`config.mk`:
```
export PLATFORM = sky130hd
export DESIGN_NAME = acc_cpu_core
export DESIGN_NICKNAME = d
export VERILOG_FILES = /design/src/rtl/acc_cpu_core.sv
export SDC_FILE = /design/constraint.sdc
export NUM_CORES = 1
export LEC_CHECK = 0
export CAP_MARGIN = 40
export CORE_ASPECT_RATIO = 0.75
export CORE_UTILIZATION = 65
export DETAILED_ROUTE_END_ITERATION = 16
export PLACE_DENSITY = 0.81
export SLEW_MARGIN = 20
export SYNTH_ARGS = -nofsm -noshare
export SYNTH_HDL_FRONTEND = slang
export SYNTH_SLANG_ARGS = --single-unit
```
`constraint.sdc`:
```
create_clock -name clk -period 41.6 [get_ports clk]
set_input_delay 8.32 -clock clk [delete_from_list [all_inputs] [get_ports clk]]
set_output_delay 8.32 -clock clk [all_outputs]
set_load 0.005 [all_outputs]
```
`src/rtl/acc_cpu_core.sv`:
```
// acc_cpu_core: multi-cycle single-accumulator CPU with a shared
// instruction/data memory reached over a req/ack handshake.
// Instruction word: {op[3:0], M, field[ADDR_W-1:0]}. M=1 selects mem[field]
// as the operand, M=0 selects the sign-extended field as an immediate.
module acc_cpu_core #(
    parameter int          DATA_W   = 16,
    parameter int          SAT_EN   = 0,
    parameter int unsigned RESET_PC = 0
) (
    input  logic              clk,
    input  logic              rst_n,
    output logic              mem_req,
    output logic              mem_we,
    output logic [DATA_W-6:0] mem_addr,
    output logic [DATA_W-1:0] mem_wdata,
    input  logic [DATA_W-1:0] mem_rdata,
    input  logic              mem_ack,
    output logic [DATA_W-1:0] ac,
    output logic [3:0]        flags,
    output logic [DATA_W-6:0] pc,
    output logic              halted,
    output logic              illegal_op
);

    localparam int ADDR_W = DATA_W - 5;
    localparam logic [ADDR_W-1:0] RESET_PC_A = ADDR_W'(RESET_PC);
    localparam logic [DATA_W-1:0] S_MIN = {1'b1, {(DATA_W-1){1'b0}}};
    localparam logic [DATA_W-1:0] S_MAX = {1'b0, {(DATA_W-1){1'b1}}};

    localparam logic [3:0] OP_NOP   = 4'h0;
    localparam logic [3:0] OP_LOAD  = 4'h1;
    localparam logic [3:0] OP_STORE = 4'h2;
    localparam logic [3:0] OP_ADD   = 4'h3;
    localparam logic [3:0] OP_SUB   = 4'h4;
    localparam logic [3:0] OP_MUL   = 4'h5;
    localparam logic [3:0] OP_DIV   = 4'h6;
    localparam logic [3:0] OP_BR    = 4'h7;
    localparam logic [3:0] OP_BRZ   = 4'h8;
    localparam logic [3:0] OP_BRN   = 4'h9;
    localparam logic [3:0] OP_AND   = 4'hA;
    localparam logic [3:0] OP_OR    = 4'hB;
    localparam logic [3:0] OP_XOR   = 4'hC;
    localparam logic [3:0] OP_HALT  = 4'hF;

    typedef enum logic [2:0] {
        S_FETCH,
        S_DECODE,
        S_OPERAND,
        S_EXEC,
        S_STORE,
        S_HALT
    } state_t;

    state_t              state_q, state_d;
    logic [DATA_W-1:0]   ir_q, ir_d;
    logic [DATA_W-1:0]   opnd_q, opnd_d;
    logic [DATA_W-1:0]   ac_q, ac_d;
    logic [3:0]          flags_q, flags_d;
    logic [ADDR_W-1:0]   pc_q, pc_d;

    // Instruction fields of the latched instruction
    logic [3:0]          op;
    logic                m_bit;
    logic [ADDR_W-1:0]   field;
    logic [DATA_W-1:0]   operand;

    assign op      = ir_q[DATA_W-1 -: 4];
    assign m_bit   = ir_q[DATA_W-5];
    assign field   = ir_q[ADDR_W-1:0];
    assign operand = m_bit ? opnd_q : {{(DATA_W-ADDR_W){field[ADDR_W-1]}}, field};

    // ALU intermediates
    logic [DATA_W:0]            add_full;
    logic [DATA_W:0]            sub_full;
    logic signed [2*DATA_W-1:0] prod;
    logic                       prod_ovf;
    logic                       div_zero;
    logic                       div_ovf;
    logic signed [DATA_W-1:0]   div_b;
    logic signed [DATA_W-1:0]   quot;
    logic [DATA_W-1:0]          alu_res;
    logic                       alu_c;
    logic                       alu_v;
    logic                       alu_pos;
    logic                       alu_sat_ok;
    logic [3:0]                 alu_flags;

    // Bus signals before reset gating
    logic                       req_c;
    logic                       we_c;
    logic [ADDR_W-1:0]          addr_c;
    logic [DATA_W-1:0]          wdata_c;
    logic                       illegal_c;

    // Arithmetic datapath shared by all EXEC operations
    always_comb begin
        add_full = {1'b0, ac_q} + {1'b0, operand};
        sub_full = {1'b0, ac_q} - {1'b0, operand};
        prod     = $signed({{DATA_W{ac_q[DATA_W-1]}}, ac_q})
                 * $signed({{DATA_W{operand[DATA_W-1]}}, operand});
        // Product fits when the top DATA_W+1 bits are all copies of the sign
        prod_ovf = !((&prod[2*DATA_W-1:DATA_W-1]) || !(|prod[2*DATA_W-1:DATA_W-1]));
        div_zero = (operand == '0);
        div_ovf  = (ac_q == S_MIN) && (&operand);
        // Keep the divider away from the two special cases handled separately
        div_b    = (div_zero || div_ovf) ? DATA_W'(1) : $signed(operand);
        quot     = $signed(ac_q) / div_b;
    end

    // Result and flag selection per opcode, including optional saturation
    always_comb begin
        alu_res    = ac_q;
        alu_c      = flags_q[1];
        alu_v      = flags_q[0];
        alu_pos    = 1'b0;
        alu_sat_ok = 1'b0;
        case (op)
            OP_LOAD: begin
                alu_res = operand;
            end
            OP_ADD: begin
                alu_res    = add_full[DATA_W-1:0];
                alu_c      = add_full[DATA_W];
                alu_v      = (ac_q[DATA_W-1] == operand[DATA_W-1])
                          && (add_full[DATA_W-1] != ac_q[DATA_W-1]);
                alu_pos    = ~ac_q[DATA_W-1];
                alu_sat_ok = 1'b1;
            end
            OP_SUB: begin
                alu_res    = sub_full[DATA_W-1:0];
                alu_c      = sub_full[DATA_W];
                alu_v      = (ac_q[DATA_W-1] != operand[DATA_W-1])
                          && (sub_full[DATA_W-1] != ac_q[DATA_W-1]);
                alu_pos    = ~ac_q[DATA_W-1];
                alu_sat_ok = 1'b1;
            end
            OP_MUL: begin
                alu_res    = prod[DATA_W-1:0];
                alu_c      = 1'b0;
                alu_v      = prod_ovf;
                alu_pos    = ~prod[2*DATA_W-1];
                alu_sat_ok = 1'b1;
            end
            OP_DIV: begin
                alu_c = 1'b0;
                if (div_zero) begin
                    // AC is left untouched; only V signals the fault
                    alu_res = ac_q;
                    alu_v   = 1'b1;
                end else if (div_ovf) begin
                    // MIN / -1 has true result +2^(DATA_W-1)
                    alu_res    = S_MIN;
                    alu_v      = 1'b1;
                    alu_pos    = 1'b1;
                    alu_sat_ok = 1'b1;
                end else begin
                    alu_res    = quot;
                    alu_v      = 1'b0;
                    alu_sat_ok = 1'b1;
                end
            end
            OP_AND: begin
                alu_res = ac_q & operand;
                alu_c   = 1'b0;
                alu_v   = 1'b0;
            end
            OP_OR: begin
                alu_res = ac_q | operand;
                alu_c   = 1'b0;
                alu_v   = 1'b0;
            end
            OP_XOR: begin
                alu_res = ac_q ^ operand;
                alu_c   = 1'b0;
                alu_v   = 1'b0;
            end
            default: begin
                alu_res = ac_q;
            end
        endcase
        if ((SAT_EN != 0) && alu_v && alu_sat_ok) begin
            alu_res = alu_pos ? S_MAX : S_MIN;
        end
        alu_flags = {(alu_res == '0), alu_res[DATA_W-1], alu_c, alu_v};
    end

    // Next-state, datapath updates and bus drive for the control FSM
    always_comb begin
        state_d   = state_q;
        ir_d      = ir_q;
        opnd_d    = opnd_q;
        ac_d      = ac_q;
        flags_d   = flags_q;
        pc_d      = pc_q;
        req_c     = 1'b0;
        we_c      = 1'b0;
        addr_c    = '0;
        wdata_c   = '0;
        illegal_c = 1'b0;
        case (state_q)
            S_FETCH: begin
                req_c  = 1'b1;
                addr_c = pc_q;
                if (mem_ack) begin
                    ir_d    = mem_rdata;
                    pc_d    = pc_q + ADDR_W'(1);
                    state_d = S_DECODE;
                end
            end
            S_DECODE: begin
                case (op)
                    OP_NOP: state_d = S_FETCH;
                    OP_BR: begin
                        pc_d    = field;
                        state_d = S_FETCH;
                    end
                    OP_BRZ: begin
                        if (flags_q[3]) pc_d = field;
                        state_d = S_FETCH;
                    end
                    OP_BRN: begin
                        if (flags_q[2]) pc_d = field;
                        state_d = S_FETCH;
                    end
                    OP_HALT:  state_d = S_HALT;
                    OP_STORE: state_d = S_STORE;
                    OP_LOAD, OP_ADD, OP_SUB, OP_MUL, OP_DIV,
                    OP_AND, OP_OR, OP_XOR: begin
                        state_d = m_bit ? S_OPERAND : S_EXEC;
                    end
                    default: begin
                        // Undefined opcodes behave as NOP but are flagged
                        illegal_c = 1'b1;
                        state_d   = S_FETCH;
                    end
                endcase
            end
            S_OPERAND: begin
                req_c  = 1'b1;
                addr_c = field;
                if (mem_ack) begin
                    opnd_d  = mem_rdata;
                    state_d = S_EXEC;
                end
            end
            S_EXEC: begin
                ac_d    = alu_res;
                flags_d = alu_flags;
                state_d = S_FETCH;
            end
            S_STORE: begin
                req_c   = 1'b1;
                we_c    = 1'b1;
                addr_c  = field;
                wdata_c = ac_q;
                if (mem_ack) state_d = S_FETCH;
            end
            S_HALT: begin
                state_d = S_HALT;
            end
            default: begin
                state_d = S_FETCH;
            end
        endcase
    end

    // State and datapath registers with asynchronous active-low reset
    always_ff @(posedge clk or negedge rst_n) begin
        if (!rst_n) begin
            state_q <= S_FETCH;
            ir_q    <= '0;
            opnd_q  <= '0;
            ac_q    <= '0;
            flags_q <= '0;
            pc_q    <= RESET_PC_A;
        end else begin
            state_q <= state_d;
            ir_q    <= ir_d;
            opnd_q  <= opnd_d;
            ac_q    <= ac_d;
            flags_q <= flags_d;
            pc_q    <= pc_d;
        end
    end

    // The bus is forced idle while rst_n is low so an in-flight transfer is
    // abandoned in the same cycle reset asserts, not at the next edge.
    assign mem_req    = req_c & rst_n;
    assign mem_we     = we_c & rst_n;
    assign mem_addr   = rst_n ? addr_c : '0;
    assign mem_wdata  = rst_n ? wdata_c : '0;
    assign ac         = ac_q;
    assign flags      = flags_q;
    assign pc         = pc_q;
    assign halted     = (state_q == S_HALT);
    assign illegal_op = illegal_c;

endmodule

```
======== Word level (Yosys, flattened, before mapping) ========
Index checks and enable logic that the tools add are counted.
storage, ports and cells
  bits in registers ....................... 66
  bits in latches ......................... 0
  RAM bits ................................ 0
  ROM bits ................................ 0
  input port bits ......................... 19
  output and inout bits ................... 62
  word-level logic and storage cells ...... 104
  memories kept ........................... 0
operators by class
  add/sub/neg operators ................... 3
  multipliers ............................. 1
  div/mod/pow operators ................... 1
  $lt $le $gt $ge ......................... 0
  eq/ne operators ......................... 29
  shift-type cells ........................ 0
  muxes and demuxes ....................... 28
  bitwise gates (word level) .............. 5
  reductions and logical operators ........ 29
operator list
  cell                     count
  $pmux W16 S8             1
  $mux W16                 6
  $mux W11                 4
  $pmux W11 S2             2
  $pmux W11 S3             1
  $logic_not A16 Y1        2
  $mul A16 B16 Y32         1
  $eq A4 B4 Y1 const B     6
  $add A16 B16 Y17         1
  $reduce_and A17 Y1       1
  $reduce_or A17 Y1        1
  $sub A16 B16 Y17         1
  $and A16 B16 Y16         1
  $div A16 B16 Y16         1
  $eq A16 B16 Y1 const B   1
  $eq A4 B3 Y1 const B     4
  $or A16 B16 Y16          1
  $reduce_and A16 Y1       1
  $xor A16 B16 Y16         1
  $pmux W3 S5              1
  $reduce_or A14 Y1        1
  $add A11 B1 Y11 const B  1
  $mux W3                  3
  $pmux W3 S3              1
  other kinds (29)         52

======== Longest topological paths before layout ========
Gate-level depths: netlist of run 1.
  word-level depth ........................ 10
  mapped depth ............................ 182

======== Worst setup path after synthesis of run 1 ========
No wires, ideal clock.
  path type ............................... flip-flop to flip-flop
  from .................................... reg ac_q[1] (netlist: ac[1])
  to ...................................... reg flags_q[3] (netlist: flags[3])
  library setup time ...................... 0.066 ns
  arrival time ............................ 34.843 ns
  data required time ...................... 41.534 ns
  slack ................................... 6.691 ns
  stages on the path, launching flop included .. 166
  clock period less this slack ............ 34.909 ns
  path through ............................ dfrtp_1 > clkbuf_1 > inv_1 > clkbuf_1 > ha_1 > nand2b_1 > nor4_1 > o21ai_0 > o31ai_1 > clkbuf_1 > nand2b_1 > inv_1 > ha_1 > nor4bb_1 > o22ai_1 > o21ai_0 > xnor2_1 > and3_1 > [... 130 more ...] > a21boi_0 > o21ai_0 > xor2_1 > mux2_2 > ha_1 > a21o_1 > a21oi_1 > nand2_1 > a31oi_1 > a21oi_1 > a21oi_1 > a21oi_1 > xnor2_1 > a211oi_1 > a31oi_1 > or4_1 > nor4_1 > a41o_1
between the ends
  cells in the longest elaborated chain, start to end .. 9
  elaborated cells on any way between the ends .. 15
  those cells by class .................... add/sub: 2; mul: 1; div: 1; eq/ne: 1; mux: 4; bitwise: 3; reduce/logical: 3
RTL lines
  what                    line  source
  from (decl)             57    logic [DATA_W-1:0] ac_q, ac_d;
  from (signal assigned)  273   ac_q <= '0;
  from (signal assigned)  280   ac_q <= ac_d;
  $eq A16 B16 Y1          104   div_ovf = (ac_q == S_MIN) && (&operand);
  $logic_and A1 B1 Y1     104
  $logic_or A1 B1 Y1      106   div_b = (div_zero || div_ovf) ? DATA_W'(1) : $signed(operand);
  $mux W16                106
  $div A16 B16 Y16        107   quot = $signed(ac_q) / div_b;
  $mux W16                150   end else if (div_ovf) begin
  $mux W16                146   if (div_zero) begin
  $pmux W16 S8 *          117   case (op)
  $logic_not A16 Y1 *     184   alu_flags = {(alu_res == '0), alu_res[DATA_W-1], alu_c, alu_v};
  to (signal assigned)    281   flags_q <= flags_d;
  to (decl)               58    logic [3:0] flags_q, flags_d;
Mark *: on every way between the ends. The rest lies on a longest branch, timed or not.
A chain may end at the register's enable or synchronous reset.

======== Final worst setup path of run 1 ========
Same ends and word-level chain as after synthesis.

==> results of run 1 <==
==> layout make-up <==
class                           instances  area share [%]
Tap cell                              465            2.25
Clock buffer                            9           0.869
Clock inverter                          6           0.541
Timing Repair inverter                  1          0.0193
Sequential cell                        65            6.28
Multi-Input combinational cell       2428            78.4
Inverter                              403            5.88
Timing Repair Buffer                  167            5.76
==> sequential cells by signal, summed over array words and instances, names as in the netlist <==
signal	count
ac	15
flags	4
ir_q	16
opnd_q	16
pc	11
state_q	3
==> per-layer routing <==
layer | global-route usage [%] | vias to the layer above | part of all wire (%)
li1 | - | 10516 | -
met1 | 66.0 | 11719 | 40
met2 | 68.4 | 1901 | 41
met3 | 16.5 | 331 | 16
met4 | 16.1 | 0 | 3.9
met5 | 0 | - | 0
==> placed cells by master, fill, tap and decap left out, types with 35 or more instances in the layout <==
master,count
a21o_1,49
nor2_1,366
o21a_1,36
a21oi_1,181
nand2b_1,35
buf_4,72
xnor2_1,98
xor2_1,46
nor3_1,55
fa_1,264
o21ai_0,123
ha_1,272
nand2_1,230
inv_1,387
clkdlybuf4s50_1,79
nand3_1,53
dfrtp_1,65
mux2_2,74
==> stage by stage <==
| stage | instance area [um^2] | utilization (%) | std cells | setup WS, ns |
|---|---|---|---|---|
| after CTS | 25700 | 71.5 | 3532 | 1.89 |
| after floorplan | 23900 | - | 3041 | 6.69 |
| after detailed placement | 25400 | 70.4 | 3517 | 2.01 |
| after global routing | 25900 | 71.9 | 3544 | 0.162 |
| final | 25900 | 71.9 | 3544 | 2.39 |
| after global placement | 25300 | 70.2 | 3509 | 3.10 |
==> synth_stat cells, drive strengths merged, types with 10 or more instances <==
library cell  instances  area [um^2]
nor4                 35          238
nand2               230          863
or2                  14         87.6
o221ai               12          105
nand2b               35          219
xnor2                98          858
o21bai               15          113
mux2i                37          390
mux2                 76          863
ha                  272         3400
nor2b                21          131
o22ai                17          113
xor2                 46          403
o31ai                21          158
nor3b                12         90.1
dfrtp                65         1630
o21a                 36          270
a31oi                21          131
a21o                 49          368
and2                 19          119
and3                 26          163
o2111ai              17          155
fa                  264         5290
nand3                53          265
a21oi               183          916
clkinv               10         37.5
buf                  24          134
nor3                 60          312
o211ai               25          188
a211oi               26          195
o31a                 10         87.6
nand4                31          194
or3                  27          169
clkbuf              121          454
inv                 393         1480
a22oi                20          150
a221oi               12          105
nor2                367         1380
o21ai               127          636
==> what timing repair did <==
item / in CTS / in global routing
setup buffers: 0 / 2
resized for setup: 0 / 10
setup endpoints to repair: 0 / 13
==> kinds of logic (layout without fill, tap and decap cells) <==
kind of cell | count (synthesis) | after routing | share of synthesized area [%]
compound gates | 678 | 678 | 18.9
xor+xnor | 144 | 144 | 5.27
fa+ha+maj | 536 | 536 | 36.3
buf+inv | 548 | 586 | 8.77
flops | 65 | 65 | 6.79
mux | 113 | 113 | 5.24
simple gates | 957 | 957 | 18.7
==> worst max-delay path by stage <==
stage	from	to	slack, ns	cells past startpoint
5_1_grt	ac[1]	flags[3]	0.16	153
4_1_cts	ac[0]	flags[3]	1.89	149
6_report	ac[1]	flags[3]	2.39	150
3_5_place_dp	ac[0]	flags[3]	2.01	149
3_3_place_gp	ac[0]	flags[3]	3.10	146
2_1_floorplan	ac[1]	flags[3]	6.69	165
==> results.tsv, run 1 <==
metric	value	unit
Layout Nets	3630	
Die H	168	um
Max Cap Viol	0	
Die Wd	224	um
DRC viols	0	
Detailed Routing Iterations Pass 1	12	
CTS tree	yes	
critical path class	flip-flop to flip-flop	
r2r endpoint	flags[3]	
Rows	60	
layout cell share with drive strength beyond 1	7.89	%
first-pass GRT wire length	137000	um
Fin. Hold Viols	0	
period utilisation layout	94.3	%
Post-Syn Area	23900	um^2
Final ANT Viol Nets	0	
Root Driver	clkbuf_16	
Peak Freq	25.5	MHz
crit end category	flip-flop	
flop2flop setup slack	2.39	ns
Yosys reg bits	65	
Worst Reg2Reg Path Length in Cells	150	
largest net degree at the start of global routing	38	
GRT Total Usage	47.4	%
sequential cell area fraction in the yosys report	6.79	%
synthesized area per cell	7.87	um^2
CP bufs+invs	8	
Max-slew headroom	31.4	%
initial antenna violation count	0	
Crit path largest cell delay	0.63	ns
IO Pins	81	
Hold Worst Slack	0.579	ns
Slew @ Worst Pin	1.02	ns
Filler Cells Inserted	2726	
1st-iter DRT viols	3279	
Clock Latency Late Sink	0.36	ns
H-tree Lvls	3	
ys flop type	dfrtp_1	
CP max FO	17	
CP most frequent cell	ha_1	
Layout area overhead	8.22	%
reg-to-reg startpoint	ac[1]	
vias per cell	6.90	
Largest delay share family, worst path	compound AO/OA/AOI/OAI gates	
required time of the critical path	41.88	ns
min cycle time layout	39.21	ns
initial core utilization	66.5	%
number of synthesized flops with an enable pin	0	
Num Clock Sinks	65	
grt total ovfl	0	
post-synth net total	3596	
vias in the first global route	24008	
Post-CTS Hold Fix Bufs	0	
CTS max path bufs	2	
wire per inst	25.3	um
global placer's final weighted congestion	1.03	
Ant. Diodes	0	
Final Skew	0.0159	ns
Ys Warns	0	
Cells after Synth	3041	
Port Buffers	80	
Hold WC Path Type	flip-flop to flip-flop	
area occupied by multi-input gates	20300	um^2
worst min-delay path startpoint	pc[5]	
max-slew violation count	0	
crit path DAT	39.49	ns
register area	1630	um^2
total number of vias	24467	
final setup TNS	0	ns
Hold EP	pc[5]	
final setup fails	0	
worst hold stages	1	
Distinct cells, synth	97	
Reg clk slew, reported paths	0.06	ns
Core ar.	36000	um^2
startpoint types	flip-flop	
crit path max-delay cell type	dfrtp_1	
RSZ-0062 raised after global routing	no	
CTS buffer count	9	
Post-DP HPWL	70100	um
ys async rst share	100	%
die area	37600	um^2
status	complete, no violations	
wirelength, routed	89600	um
Power of run 1 is not shown: default switching activity piles up to over one toggle a cycle in this logic, so the estimate is an artifact.
==> inputs of run 2 (changes only) <==
--- a/config.mk
+++ b/config.mk
@@ -5,9 +5,11 @@
 export SDC_FILE = /design/constraint.sdc
 export NUM_CORES = 1
 export LEC_CHECK = 0
-export CAP_MARGIN = 40
+export CAP_MARGIN = 20
+export CELL_PAD_IN_SITES_DETAIL_PLACEMENT = 1
+export CELL_PAD_IN_SITES_GLOBAL_PLACEMENT = 1
 export CORE_ASPECT_RATIO = 0.75
-export CORE_UTILIZATION = 65
+export CORE_UTILIZATION = 49
 export DETAILED_ROUTE_END_ITERATION = 16
 export PLACE_DENSITY = 0.81
 export SLEW_MARGIN = 20
==> results.tsv, run 2 (synthesis results as in run 1) <==
metric	value	unit
RSZ-0062 raised after global routing	no	
H-tree Lvls	3	
GRT Total Usage	39.5	%
Layout Cells excl Fill	3705	
status	complete, no violations	
Util after Layout	54.3	%
Layout Nets	3614	
IO Pins	81	
worst min-delay path startpoint	pc[5]	
Fin. Hold Viols	0	
Hold WC Path Type	flip-flop to flip-flop	
initial antenna violation count	1	
layout cell share with drive strength beyond 1	7.64	%
CP most frequent cell	ha_1	
r2r endpoint	flags[3]	
Die H	193	um
dpl cells	3682	
largest net degree at the start of global routing	67	
crit path max-delay cell type	dfrtp_4	
wire per inst	26.8	um
vias in the first global route	25480	
worst hold stages	1	
Die Wd	257	um
CTS max path bufs	2	
critical path class	flip-flop to flip-flop	
Post-CTS Hold Fix Bufs	0	
Hold EP	pc[5]	
first-pass GRT wire length	152000	um
Clock Latency Late Sink	0.36	ns
Root Driver	clkbuf_16	
grt total ovfl	0	
Detailed Routing Iterations Pass 1	6	
DRC viols	0	
Post-DP HPWL	79000	um
Reg clk slew, reported paths	0.07	ns
final setup TNS	0	ns
die area	49800	um^2
Slew @ Worst Pin	1.07	ns
Layout area overhead	8.43	%
crit end category	flip-flop	
flop2flop setup slack	2.33	ns
CTS tree	yes	
total number of vias	24108	
global placer's final weighted congestion	0.991	
Final ANT Viol Nets	0	
Core ar.	47800	um^2
Peak Freq	25.5	MHz
Max-slew headroom	28.3	%
vias per cell	6.51	
wirelength, routed	99100	um
Final Skew	0.0123	ns
reg-to-reg startpoint	ir_q[11]	
CTS buffer count	9	
startpoint types	flip-flop	
CP max FO	40	
max-slew violation count	0	
final setup fails	0	
period utilisation layout	94.4	%
Max Cap Viol	0	
1st-iter DRT viols	2225	
required time of the critical path	41.90	ns
most frequent cells in the layout	inv_1 (388), nor2_1 (367), ha_1 (272)	
min cycle time layout	39.27	ns
Port Buffers	80	
Num Clock Sinks	65	
Worst Reg2Reg Path Length in Cells	148	
Rows	69	
crit path from	ir_q[11]	
crit path DAT	39.56	ns
most common cell after layout, fill and taps aside	inv_1	
Crit path largest cell delay	0.81	ns
initial core utilization	50.1	%
## run 2: worst max path at each step
stage                     to  slack [ns]
finish              flags[3]        2.33
global route        flags[3]        0.03
CTS                 flags[3]        1.90
detailed placement  flags[3]        2.08
global placement    flags[3]        3.23
floorplan           flags[3]        6.69
## run 2: per-stage QoR
| stage | instance area, um^2 | setup slack [ns] | hold slack [ns] |
|---|---|---|---|
| after detailed placement | 25600 | 2.08 | 0.564 |
| final | 26000 | 2.33 | 0.584 |
| after global routing | 26000 | 0.0253 | 0.603 |
| after global placement | 25600 | 3.23 | 0.544 |
| after CTS | 25900 | 1.90 | 0.579 |
| after floorplan | 23900 | 6.69 | 0.504 |
## run 2: worst max-delay path, delay by kind of cell (launching register included)
| family | cells | cell delay, ns |
|---|---|---|
| mux | 8 | 2.55 |
| compound gates | 67 | 15.69 |
| fa+ha+maj | 16 | 5.07 |
| xor+xnor | 2 | 0.98 |
| buf+inv | 11 | 3.02 |
| flops | 1 | 0.81 |
| simple gates | 44 | 10.97 |
## run 2: repair_timing
| action | in CTS | in global routing |
|---|---|---|
| resized for setup | 0 | 8 |
| setup buffers | 0 | 2 |
| setup endpoints to repair | 0 | 16 |
## run 2: area by class of cell
cell class                      instances  area [um^2]
Antenna cell                            2         5.00
Clock inverter                          7         87.6
Multi-Input combinational cell       2429        20400
Clock buffer                            9          225
Fill cell                            5917        21900
Sequential cell                        65         1630
Timing Repair Buffer                  151         1330
Inverter                              403         1520
Tap cell                              639          800
## run 2: layer usage
layer  up-vias  wire length (um)  global-route usage (%)
met4         0              2510                    10.2
met1     12269             43600                    56.4
met5         -                 0                       0
li1      10460                 -                       -
met3       197             10400                    8.57
met2      1182             42600                    60.3
Power of run 2 is left out for the same reason.
